File: config.mk
export PLATFORM = sky130hd
export DESIGN_NAME = reg_operand_fetch
export DESIGN_NICKNAME = d
export VERILOG_FILES = /design/src/rtl/reg_operand_fetch.sv
export SDC_FILE = /design/constraint.sdc
export NUM_CORES = 1
export LEC_CHECK = 0
export BUFFER_PORTS_ARGS = -buffer_cell sky130_fd_sc_hd__buf_4
export CORE_ASPECT_RATIO = 1.4
export CORE_UTILIZATION = 45
export DETAILED_ROUTE_END_ITERATION = 6
export PLACE_DENSITY = 0.85
export SLEW_MARGIN = 20
export SYNTH_ARGS = -nofsm -noshare
export SYNTH_HDL_FRONTEND = slang
export SYNTH_SLANG_ARGS = --single-unit
File: constraint.sdc
create_clock -name clk -period 2.6 [get_ports clk]
set_input_delay 0.26 -clock clk [delete_from_list [all_inputs] [get_ports clk]]
set_output_delay 0.26 -clock clk [all_outputs]
set_load 0.02 [all_outputs]
File: src/rtl/reg_operand_fetch.sv
`default_nettype none
// ============================================================================
//  Module   : reg_operand_fetch
//  Brief    : Operand-fetch requester for the two register-file read ports.
//             Accepts one instruction at a time, reads its source registers,
//             bypasses same-cycle and held-operand writes, and presents the
//             operands downstream on a valid/ready output.
//  Revision : 1.0  initial release
// ============================================================================
module reg_operand_fetch #(
  parameter int WIDTH        = 32,
  parameter int REG_ADDR_LEN = 5,
  parameter int TAG_W        = 8,
  parameter int TIMEOUT      = 4
) (
  input  logic                    clk,
  input  logic                    rst_n,
  // instruction input
  input  logic                    in_valid,
  output logic                    in_ready,
  input  logic [REG_ADDR_LEN-1:0] in_ra,
  input  logic [REG_ADDR_LEN-1:0] in_rb,
  input  logic                    in_use_a,
  input  logic                    in_use_b,
  input  logic [TAG_W-1:0]        in_tag,
  // register-file read ports
  output logic [REG_ADDR_LEN-1:0] ra,
  output logic [REG_ADDR_LEN-1:0] rb,
  output logic                    r_en_A,
  output logic                    r_en_B,
  input  logic [WIDTH-1:0]        dataA,
  input  logic [WIDTH-1:0]        dataB,
  input  logic                    st_A,
  input  logic                    st_B,
  // snooped register-file write port
  input  logic [REG_ADDR_LEN-1:0] wb_rc,
  input  logic [WIDTH-1:0]        wb_data,
  input  logic                    wb_en,
  // operand output
  output logic                    out_valid,
  input  logic                    out_ready,
  output logic [WIDTH-1:0]        out_a,
  output logic [WIDTH-1:0]        out_b,
  output logic [TAG_W-1:0]        out_tag,
  output logic                    err_timeout
);

  // Wide enough to hold TIMEOUT-1 (the last WAIT cycle index)
  localparam int CNT_W = (TIMEOUT > 1) ? $clog2(TIMEOUT) : 1;
  localparam logic [CNT_W-1:0] C_LAST_WAIT = CNT_W'(TIMEOUT - 1);

  typedef enum logic [1:0] {
    S_IDLE = 2'd0,
    S_READ = 2'd1,
    S_WAIT = 2'd2,
    S_HOLD = 2'd3
  } state_t;

  state_t                  state_q, state_d;
  logic [REG_ADDR_LEN-1:0] ra_q, ra_d;
  logic [REG_ADDR_LEN-1:0] rb_q, rb_d;
  logic                    use_a_q, use_a_d;
  logic                    use_b_q, use_b_d;
  logic [TAG_W-1:0]        tag_q, tag_d;
  logic                    got_a_q, got_a_d;
  logic                    got_b_q, got_b_d;
  logic                    r_en_a_q, r_en_a_d;
  logic                    r_en_b_q, r_en_b_d;
  logic [WIDTH-1:0]        out_a_q, out_a_d;
  logic [WIDTH-1:0]        out_b_q, out_b_d;
  logic                    out_valid_q, out_valid_d;
  logic                    err_q, err_d;
  logic [CNT_W-1:0]        cnt_q, cnt_d;

  // Captured operand value: R0 reads as zero; a write to the same register
  // in the capture cycle wins because the register file commits it after
  // its own read.
  function automatic logic [WIDTH-1:0] pick_operand(
    input logic [REG_ADDR_LEN-1:0] addr,
    input logic [WIDTH-1:0]        rd_data,
    input logic                    byp_en,
    input logic [REG_ADDR_LEN-1:0] byp_addr,
    input logic [WIDTH-1:0]        byp_data
  );
    if (addr == '0) begin
      pick_operand = '0;
    end else if (byp_en && (byp_addr == addr)) begin
      pick_operand = byp_data;
    end else begin
      pick_operand = rd_data;
    end
  endfunction

  logic [WIDTH-1:0] w_val_a;
  logic [WIDTH-1:0] w_val_b;
  logic             w_cap_a;
  logic             w_cap_b;
  logic             w_done_a;
  logic             w_done_b;
  logic             w_wb_nz;
  logic             w_hold_hit_a;
  logic             w_hold_hit_b;

  assign w_val_a  = pick_operand(ra_q, dataA, wb_en, wb_rc, wb_data);
  assign w_val_b  = pick_operand(rb_q, dataB, wb_en, wb_rc, wb_data);
  // A strobe only counts for an operand that is still outstanding
  assign w_cap_a  = use_a_q & ~got_a_q & st_A;
  assign w_cap_b  = use_b_q & ~got_b_q & st_B;
  assign w_done_a = got_a_q | w_cap_a;
  assign w_done_b = got_b_q | w_cap_b;
  // Held operands follow writes to their (nonzero) source register
  assign w_wb_nz      = wb_en & (wb_rc != '0);
  assign w_hold_hit_a = w_wb_nz & use_a_q & (wb_rc == ra_q);
  assign w_hold_hit_b = w_wb_nz & use_b_q & (wb_rc == rb_q);

  // Next-state and next-output computation for the fetch sequencer
  always_comb begin
    state_d     = state_q;
    ra_d        = ra_q;
    rb_d        = rb_q;
    use_a_d     = use_a_q;
    use_b_d     = use_b_q;
    tag_d       = tag_q;
    got_a_d     = got_a_q;
    got_b_d     = got_b_q;
    r_en_a_d    = r_en_a_q;
    r_en_b_d    = r_en_b_q;
    out_a_d     = out_a_q;
    out_b_d     = out_b_q;
    out_valid_d = out_valid_q;
    err_d       = 1'b0;
    cnt_d       = cnt_q;

    case (state_q)
      S_IDLE: begin
        if (in_valid) begin
          ra_d    = in_ra;
          rb_d    = in_rb;
          use_a_d = in_use_a;
          use_b_d = in_use_b;
          tag_d   = in_tag;
          // Unused operands are already "captured" and read as zero
          got_a_d = ~in_use_a;
          got_b_d = ~in_use_b;
          out_a_d = '0;
          out_b_d = '0;
          cnt_d   = '0;
          if (in_use_a || in_use_b) begin
            state_d  = S_READ;
            r_en_a_d = in_use_a;
            r_en_b_d = in_use_b;
          end else begin
            state_d     = S_HOLD;
            out_valid_d = 1'b1;
          end
        end
      end

      S_READ, S_WAIT: begin
        if (w_cap_a) begin
          out_a_d = w_val_a;
        end
        if (w_cap_b) begin
          out_b_d = w_val_b;
        end
        got_a_d = w_done_a;
        got_b_d = w_done_b;

        if (w_done_a && w_done_b) begin
          state_d     = S_HOLD;
          out_valid_d = 1'b1;
          r_en_a_d    = 1'b0;
          r_en_b_d    = 1'b0;
        end else if ((state_q == S_WAIT) && (cnt_q == C_LAST_WAIT)) begin
          // Abandon the missing operand(s) and deliver what we have
          if (!w_done_a) begin
            out_a_d = '0;
          end
          if (!w_done_b) begin
            out_b_d = '0;
          end
          got_a_d     = 1'b1;
          got_b_d     = 1'b1;
          state_d     = S_HOLD;
          out_valid_d = 1'b1;
          r_en_a_d    = 1'b0;
          r_en_b_d    = 1'b0;
          err_d       = 1'b1;
        end else begin
          state_d  = S_WAIT;
          r_en_a_d = ~w_done_a;
          r_en_b_d = ~w_done_b;
          cnt_d    = (state_q == S_WAIT) ? (cnt_q + CNT_W'(1)) : '0;
        end
      end

      S_HOLD: begin
        if (out_ready) begin
          // Any write seen in the handshake cycle belongs to a younger instruction
          out_valid_d = 1'b0;
          state_d     = S_IDLE;
        end else begin
          if (w_hold_hit_a) begin
            out_a_d = wb_data;
          end
          if (w_hold_hit_b) begin
            out_b_d = wb_data;
          end
        end
      end

      default: begin
        state_d = S_IDLE;
      end
    endcase
  end

  // State and registered outputs, synchronous active-low reset
  always_ff @(posedge clk) begin
    if (!rst_n) begin
      state_q     <= S_IDLE;
      ra_q        <= '0;
      rb_q        <= '0;
      use_a_q     <= 1'b0;
      use_b_q     <= 1'b0;
      tag_q       <= '0;
      got_a_q     <= 1'b0;
      got_b_q     <= 1'b0;
      r_en_a_q    <= 1'b0;
      r_en_b_q    <= 1'b0;
      out_a_q     <= '0;
      out_b_q     <= '0;
      out_valid_q <= 1'b0;
      err_q       <= 1'b0;
      cnt_q       <= '0;
    end else begin
      state_q     <= state_d;
      ra_q        <= ra_d;
      rb_q        <= rb_d;
      use_a_q     <= use_a_d;
      use_b_q     <= use_b_d;
      tag_q       <= tag_d;
      got_a_q     <= got_a_d;
      got_b_q     <= got_b_d;
      r_en_a_q    <= r_en_a_d;
      r_en_b_q    <= r_en_b_d;
      out_a_q     <= out_a_d;
      out_b_q     <= out_b_d;
      out_valid_q <= out_valid_d;
      err_q       <= err_d;
      cnt_q       <= cnt_d;
    end
  end

  assign in_ready    = (state_q == S_IDLE);
  assign ra          = ra_q;
  assign rb          = rb_q;
  assign r_en_A      = r_en_a_q;
  assign r_en_B      = r_en_b_q;
  assign out_valid   = out_valid_q;
  assign out_a       = out_a_q;
  assign out_b       = out_b_q;
  assign out_tag     = tag_q;
  assign err_timeout = err_q;

endmodule
`default_nettype wire

Word level (Yosys, flattened, before mapping):

Index checks and enable logic that the tools add are counted.

* memory bits (writable): 0
* memories kept: 0
* latch bits: 0
* flip-flop bits (word level): 94
* bits in read-only memories: 0

* div/mod/pow operators: 0
* muxes and demuxes: 55
* shift operators: 0
* equality and inequality tests: 16
* order comparisons: 0
* multiply operators: 0
* bitwise logic cells: 19
* add/sub/neg operators: 1
* reductions and logical operators: 20

Operator list (number)
* 2-to-1 mux 32 bit: 17
* case mux 32 bit (3 select lines): 2
* 2-to-1 mux 1 bit: 22
* != test 2 bit (second input constant): 8
* 2-to-1 mux 2 bit: 7
* == test 5 bit: 2
* zero test 5 bit: 2
* AND 1 bit: 9
* AND reduction 3 bit: 3
* inverter 1 bit: 8
* case mux 1 bit (2 select lines): 4
* AND reduction 4 bit: 2
* == test 2 bit (second input constant): 3
* case mux 2 bit (3 select lines): 1
* AND reduction 2 bit: 3
* nonzero test 5 bit: 1
* logical AND 1 bit: 4
* case mux 2 bit (2 select lines): 1
* != test 3 bit (second input constant): 1
* case mux 1 bit (3 select lines): 1
* OR reduction 3 bit: 1
* adder 2 x 1 -> 2 bit (second input constant): 1
* == test 2 x 1 -> 1 bit (second input constant): 1
* zero test 2 bit: 1
* 5 further kinds: 6

Longest topological paths before layout:

Gate-level depths: netlist of the first run.

* depth in word-level cells: 9
* depth in mapped cells: 9
* depth with buffers taken out: 8

Worst setup path before layout of the first run:

No wires, ideal clock.

* path kind: flip-flop to flip-flop
* start: register state_q[0]
* end: register out_b_q[10], in the netlist out_b[10]
* path buffers: 2
* slack: 0.374 ns
* arrival time: 2.148 ns
* stages on the path, launching flop included: 10
* data required time: 2.521 ns
* cell sequence: dfxtp_1 -> inv_1 -> ha_1 -> nand2b_1 -> and4bb_1 -> a31oi_1 -> or4_1 -> buf_2 -> buf_6 -> o221ai_2

* elaborated cells on any way between the ends: 13
* those cells by class: eq/ne: 6; mux: 3; reduce/logical: 4

RTL lines
* start: declaration: RTL line 59 `state_t state_q, state_d;`
* start signal: assignment: RTL line 237 `state_q <= state_d;`
* zero test 2 bit *
* via in_ready: RTL line 20 `output logic in_ready,`
* != test 2 bit (no line)
* AND reduction 3 bit (no line)
* end signal: assignment: RTL line 248 `out_b_q <= out_b_d;`
* end: declaration: RTL line 70 `logic [WIDTH-1:0] out_b_q, out_b_d;`

Mark *: on every way through the listed nets, which the timed path passes. The rest lies on a longest branch.
A chain may end at the register's enable or synchronous reset.

Worst setup path after layout of the first run:

* start: register state_q[0]
* end: register out_b_q[9], in the netlist out_b[9]

* cells in the longest elaborated chain, start to end: 5
* elaborated cells on any way between the ends: 13
* those cells by class: eq/ne: 6; mux: 3; reduce/logical: 4

RTL lines
* == test 2 bit: RTL line 134, 174
* logical AND 1 bit: RTL line 174 `end else if ((state_q == S_WAIT) && (cnt_q == C_LAST_WAIT)) begin`
* 2-to-1 mux 32 bit: RTL line 174
* 2-to-1 mux 32 bit: RTL line 169 `if (w_done_a && w_done_b) begin`
* case mux 32 bit (3 select lines): RTL line 134 `case (state_q)`

Parallel ways exist; a longest one is shown, timed or not.

==> results of run 1 <==
==> placed cells by master (no fill, tap or decap), types with 2 or more instances in the layout <==
cell type   Yosys  routed
a21oi_1        63      63
and2_1          3       3
buf_12          0       4
buf_4           0     230
clkbuf_16       0       9
clkinv_2        0       2
clkinvlp_4      0       3
dfxtp_1        94      94
ha_1            4       4
inv_1          39      39
mux2i_1        66      66
nand2_1        83      82
nand2b_1        5       5
nand3_1        69      69
nand4_1         2       2
nor2_1         20      17
nor2_2          0       2
nor2b_1         2       2
o21a_1         33      33
o21ai_0         3       3
o221ai_1        2       2
o221ai_2       30      30
o311ai_0        9       9
o311ai_1       23      23
or4_1           4       3
xnor2_1         8       8
xor2_1          2       2
==> logic make-up after synthesis <==
family | Yosys count | share of synthesized area (%)
muxes | 66 | 12.4
xor gates and xnor gates | 10 | 1.64
and+or+nand+nor | 194 | 16.5
adders and majority gates | 4 | 0.937
AOI/OAI and AO/OA | 171 | 26.0
buffers and inverters | 93 | 7.28
DFF | 94 | 35.2
==> worst min path at each step <==
stage,from,end,slack [ns],cells after the start
4_1_cts,wb_data[26],out_b[26]$_SDFFE_PN0P_,0.14,3
2_1_floorplan,wb_data[0],out_b[0]$_SDFFE_PN0P_,0.38,2
3_5_place_dp,out_tag[5]$_SDFFE_PN0P_,out_tag[5]$_SDFFE_PN0P_,0.45,2
3_3_place_gp,out_tag[1]$_SDFFE_PN0P_,out_tag[1]$_SDFFE_PN0P_,0.44,2
5_1_grt,wb_data[26],out_b[26]$_SDFFE_PN0P_,0.15,3
6_report,wb_data[27],out_b[27]$_SDFFE_PN0P_,0.15,3
==> worst reg2reg max path, cell delays in order, from the launching register on <==
cell,delay (ns)
dfxtp_1,0.36
inv_1,0.09
ha_1,0.21
nand2b_1,0.10
and4bb_1,0.32
a31oi_1,0.14
or4_2,0.70
buf_12,0.22
o221ai_2,0.21
==> metrics by stage <==
step	hold WS [ns]	util (%)	instance area [um^2]	power, W	setup slack, ns
2_1_floorplan	0.376	-	5340	0.00293	0.374
3_3_place_gp	0.443	62.2	7130	0.00372	0.300
3_5_place_dp	0.447	62.2	7130	0.00374	0.207
4_1_cts	0.143	64.8	7420	0.00507	0.164
5_1_grt	0.150	64.8	7420	0.00531	0.0251
6_report	0.151	64.8	7420	0.00507	0.166
==> final cells by class <==
type                       count  area, um^2  share of cell area (%)
clock buffer                  10         229                    3.09
clock inverter                 6        62.6                   0.843
inverter                      39         146                    1.97
multi-input combinational    445        3110                    42.0
sequential                    94        1880                    25.4
tap                          144         180                    2.43
timing repair buffer         234        1810                    24.4
==> state kept, by name, indices dropped and copies added, names as in the netlist, 2 cells and up <==
| name | flops |
|---|---|
| cnt_q | 2 |
| ra | 5 |
| out_a | 32 |
| out_b | 32 |
| state_q | 2 |
| rb | 5 |
| out_tag | 8 |
==> report_power, final <==
group          switching (W)  total [W]  internal, W
Combinational        0.00133    0.00206     0.000735
Sequential          0.000111    0.00168      0.00157
Clock               0.000582    0.00133     0.000743
Total                0.00202    0.00507      0.00305
==> metal layers <==
layer | up-vias | track usage [%] | part of all wire [%] | routed length, um
met5 | - | 0 | 0 | 0
met4 | 0 | 16.1 | 4.0 | 696
met3 | 59 | 5.96 | 7.4 | 1290
met2 | 283 | 51.6 | 53 | 9170
met1 | 2633 | 28.4 | 36 | 6230
li1 | 2676 | - | - | -
==> results.cfg, run 1 <==
[status]
status = finished clean

[grt]
grt_overflow = 0
grt_pass1_vias = 5624
grt_max_degree = 35
grt_pass1_wl_um = 26700
antenna_found_initial = 0
gr-usage-all-layers_pct = 27.8

[die]
die_area_um2 = 12300
fp.dieH_um = 131
core-area_um2 = 11500
initial_core_util_pct = 46.6
ios = 215
core.rowCount = 46
die_w_um = 94.1

[clocking]
path_clk_slew_ns = 0.07
post_cts_buffers = 0
cts_made_buffers = 9
ctsHoldBuffers = 0
cts_resized = 0
clk_latency_ns = 0.35
cts_buffer_depth = 2
cts_tree = built
ctsHtreeMaxLevel = 3
cts_sinks = 94
clockRootBuffer = clkbuf_16

[setup_path]
worst_r2r_endpoint = out_b[9]$_SDFFE_PN0P_
path_cells = inv_1 > ha_1 > nand2b_1 > and4bb_1 > a31oi_1 > or4_2 > buf_12 > o221ai_2
r2r_setup_slack_ns = 0.17
max_stage_delay_ns = 0.70
worstPathRequired_ns = 2.86
cp-end-kind = flip-flop
crit_family = simple AND/OR/NAND/NOR gates
cp.arrival_ns = 2.69
cp-startpoint = state_q[0]$_SDFFE_PN0P_
worst_setup_path_start_kind = flip-flop
rr_worst_depth = 8
rr_startpoint = state_q[0]$_SDFFE_PN0P_
critPathMaxFanout = 32
crit_slowest_cell = or4_2
crit_end = out_b[9]$_SDFFE_PN0P_
cp_num_cells = 8
critPathBufInv = 2
crit_type = flip-flop to flip-flop

[routing]
drt_iter0_drc = 382
dr.pass1.iters = 5
wl_per_cell_um = 17.9
ant_nets = 0
wirelength_um = 17400
drc = 0
vias = 5651
vias_per_cell = 5.81

[timing]
max_freq_mhz = 411
max-slew-margin-rel_pct = 47.7
max_slew.worst_pin.slew_ns = 0.785
slew_viol_final = 0
fin_crit_sh_pct = 93.6
hold_violations = 0
rsz0062_at_grt = no
period_needed_ns = 2.43
setup_viol = 0
fin_setup_tns_ns = 0
finClkSkew_ns = 0.0106

[synth]
synth-edff-count = 0
synthTopCellsByArea = dfxtp_1, mux2i_1, o221ai_2, nand3_1, a21oi_1
syn_avg_cell_area_um2 = 8.45
ys_ff_latch = 94
yosys.area.top_type_share_pct = 35.2
yosysTopAreaCell = dfxtp_1
synth_most_common_cell = dfxtp_1
synth_nets = 764
ys_types = 38
yosysSeqAreaShare_pct = 35.2
yosysWarnings = 0
ys_top_cells_by_count = dfxtp_1, nand2_1, nand3_1, mux2i_1, a21oi_1
netlist_instances = 632
synthArstFlopShare_pct = 0
synth-main-ff-cell = dfxtp_1
synthesis.area_um2 = 5340

[power]
max-vdd-ir-drop_v = 0.000536
p_per_area_nw_per_um2 = 683
p_leak_nw = 3.11

[placement]
io_buffers = 214
dpl.cell_count = 956
place_congestion = 0.863
dp_hpwl_um = 12200

[worst_hold_path]
hold_class = input port to flip-flop

[job]
maxCapViolCount = 0

[final_layout]
diodes = 0
fill_cells = 953
layout.nets = 955
drive_gt1_share_pct = 34.9
area_growth_pct = 38.9
finalNonFillerCells = 972
Note: power is estimated with default switching activity, not from simulation.
==> inputs of run 2 (changes only) <==
--- a/config.mk
+++ b/config.mk
@@ -6,10 +6,11 @@
 export NUM_CORES = 1
 export LEC_CHECK = 0
 export BUFFER_PORTS_ARGS = -buffer_cell sky130_fd_sc_hd__buf_4
+export CAP_MARGIN = 0
 export CORE_ASPECT_RATIO = 1.4
-export CORE_UTILIZATION = 45
+export CORE_UTILIZATION = 44
 export DETAILED_ROUTE_END_ITERATION = 6
-export PLACE_DENSITY = 0.85
+export PLACE_DENSITY = 0.87
 export SLEW_MARGIN = 20
 export SYNTH_ARGS = -nofsm -noshare
 export SYNTH_HDL_FRONTEND = slang
==> constraint.sdc (replaced) <==
create_clock -name clk -period 2.1 [get_ports clk]
set_input_delay 0.21 -clock clk [delete_from_list [all_inputs] [get_ports clk]]
set_output_delay 0.21 -clock clk [all_outputs]
set_load 0.02 [all_outputs]
==> results.cfg, run 2 (same netlist as run 1, synthesis figures left out) <==
[timing]
hold_slack_ns = 0.0913
max-slew-margin-rel_pct = 66.4
finClkSkew_ns = 0.00848
fin_crit_sh_pct = 95.4
setup_viol = 0
hold_violations = 0
rsz0062_at_grt = no
slew_viol_final = 0
period_needed_ns = 2.00
max_slew.worst_pin.slew_ns = 0.498
max_freq_mhz = 499

[final_layout]
layout.nets = 986
final_common_cell = buf_4
diodes = 0
fill_cells = 946
final_util_pct = 65.7
drive_gt1_share_pct = 37.7
finalInstanceArea_um2 = 7760
area_growth_pct = 45.3
multi_input_comb_area_um2 = 3140
final_cell_mix = buf_4, dfxtp_1, nand2_1
seqCellArea_um2 = 1880

[die]
ios = 215
core.rowCount = 47
fp.dieH_um = 132
die_w_um = 95.1
die_area_um2 = 12600
core-area_um2 = 11800
initial_core_util_pct = 45.2

[routing]
ant_nets = 0
vias = 5818
wirelength_um = 17700
drc = 0
drt_iter0_drc = 307
dr.pass1.iters = 6
vias_per_cell = 5.78
wl_per_cell_um = 17.6

[setup_path]
crit_type = flip-flop to flip-flop
worstPathRequired_ns = 2.37
cp.arrival_ns = 2.27
critPathBufInv = 3
max_stage_delay_ns = 0.59
cp-end-kind = flip-flop
path_cells = inv_1 > ha_4 > buf_4 > nor2_4 > nand3_1 > or4_4 > buf_12 > o221ai_1
worst_setup_path_start_kind = flip-flop
crit_family = simple AND/OR/NAND/NOR gates
crit_slowest_cell = or4_4
critPathMaxFanout = 16

[placement]
dp_hpwl_um = 12500
io_buffers = 214
place_congestion = 0.903
placed_cell_area_um2 = 7420

[clocking]
clk_latency_ns = 0.35
cts_sinks = 94
clockRootBuffer = clkbuf_16
path_clk_slew_ns = 0.07
cts_tree = built
cts_buffer_depth = 2
ctsHtreeMaxLevel = 3
cts_made_buffers = 9

[grt]
grt_pass1_wl_um = 27900
grt_overflow = 0
grt_max_degree = 35
antenna_found_initial = 0
gr-usage-all-layers_pct = 28.4
grt_pass1_vias = 5944

[job]
maxCapViolCount = 0

[power]
p_leak_nw = 3.31
max-vdd-ir-drop_v = 0.000699
p_per_area_nw_per_um2 = 849

[status]
status = finished clean

[worst_hold_path]
hold_class = input port to flip-flop
## run 2: cell types whose count changed in the layout (fill, tap and decap cells not counted), moves of 2 or more
cell,previous run,this run
buf_12,4,9
buf_4,230,254
clkbuf_8,0,2
o311ai_0,9,6
o311ai_1,23,26
## run 2: timing repair
item	CTS	global route
resized for setup	3	6
setup endpoints to repair	32	32
buffers inserted	0	1
hold buffers	0	0
cloned	1	0
pin swaps	1	1
## run 2: power breakdown
group / switching (W) / internal, W / leakage [nW] / total (W)
sequential: 0.000124 / 0.00194 / 0.761 / 0.00207
combinational: 0.00176 / 0.00119 / 2.41 / 0.00294
clock: 0.000719 / 0.000866 / 0.138 / 0.00158
## run 2: through the flow
stage               setup TNS (ns)  total power, W  cells  setup slack, ns
finish                           0         0.00660   1006           0.0974
global placement             -1.70         0.00493    988          -0.0642
global route                     0         0.00693   1006         0.000394
floorplan                        0         0.00366    632          0.00780
detailed placement           -6.33         0.00497    988           -0.200
CTS                              0         0.00658   1005          0.00687
## run 2: worst paths after layout
path                                               from                 endpoint  slack, ns  depth (start not counted)
worst max-delay path            state_q[0]$_SDFFE_PN0P_    out_b[0]$_SDFFE_PN0P_        0.1                          8
worst min-delay path                         wb_data[6]    out_b[6]$_SDFFE_PN0P_       0.09                          3
worst max register to register  state_q[0]$_SDFFE_PN0P_    out_b[0]$_SDFFE_PN0P_        0.1                          8
worst min register to register  out_tag[6]$_SDFFE_PN0P_  out_tag[6]$_SDFFE_PN0P_       0.45                          2
## run 2: layout make-up
type / count / area share (%)
Multi-Input combinational cell: 445 / 40.4
Timing Repair Buffer: 265 / 27.4
Sequential cell: 94 / 24.2
Clock buffer: 11 / 3.25
Tap cell: 147 / 2.37
Inverter: 39 / 1.89
Clock inverter: 5 / 0.435
## run 2: worst register-to-register path, stage by stage (launching register included)
cell      delay (ns)
dfxtp_1         0.32
inv_1           0.08
ha_4            0.16
buf_4           0.16
nor2_4          0.14
nand3_1         0.09
or4_4           0.59
buf_12          0.20
o221ai_1        0.17
## run 2: layer usage
layer,GRT usage [%],wire (um),part of all wire [%]
met5,0,0,0
met3,6.75,1220,6.9
met1,28.8,6220,35
met4,16.8,805,4.5
met2,51.0,9450,53
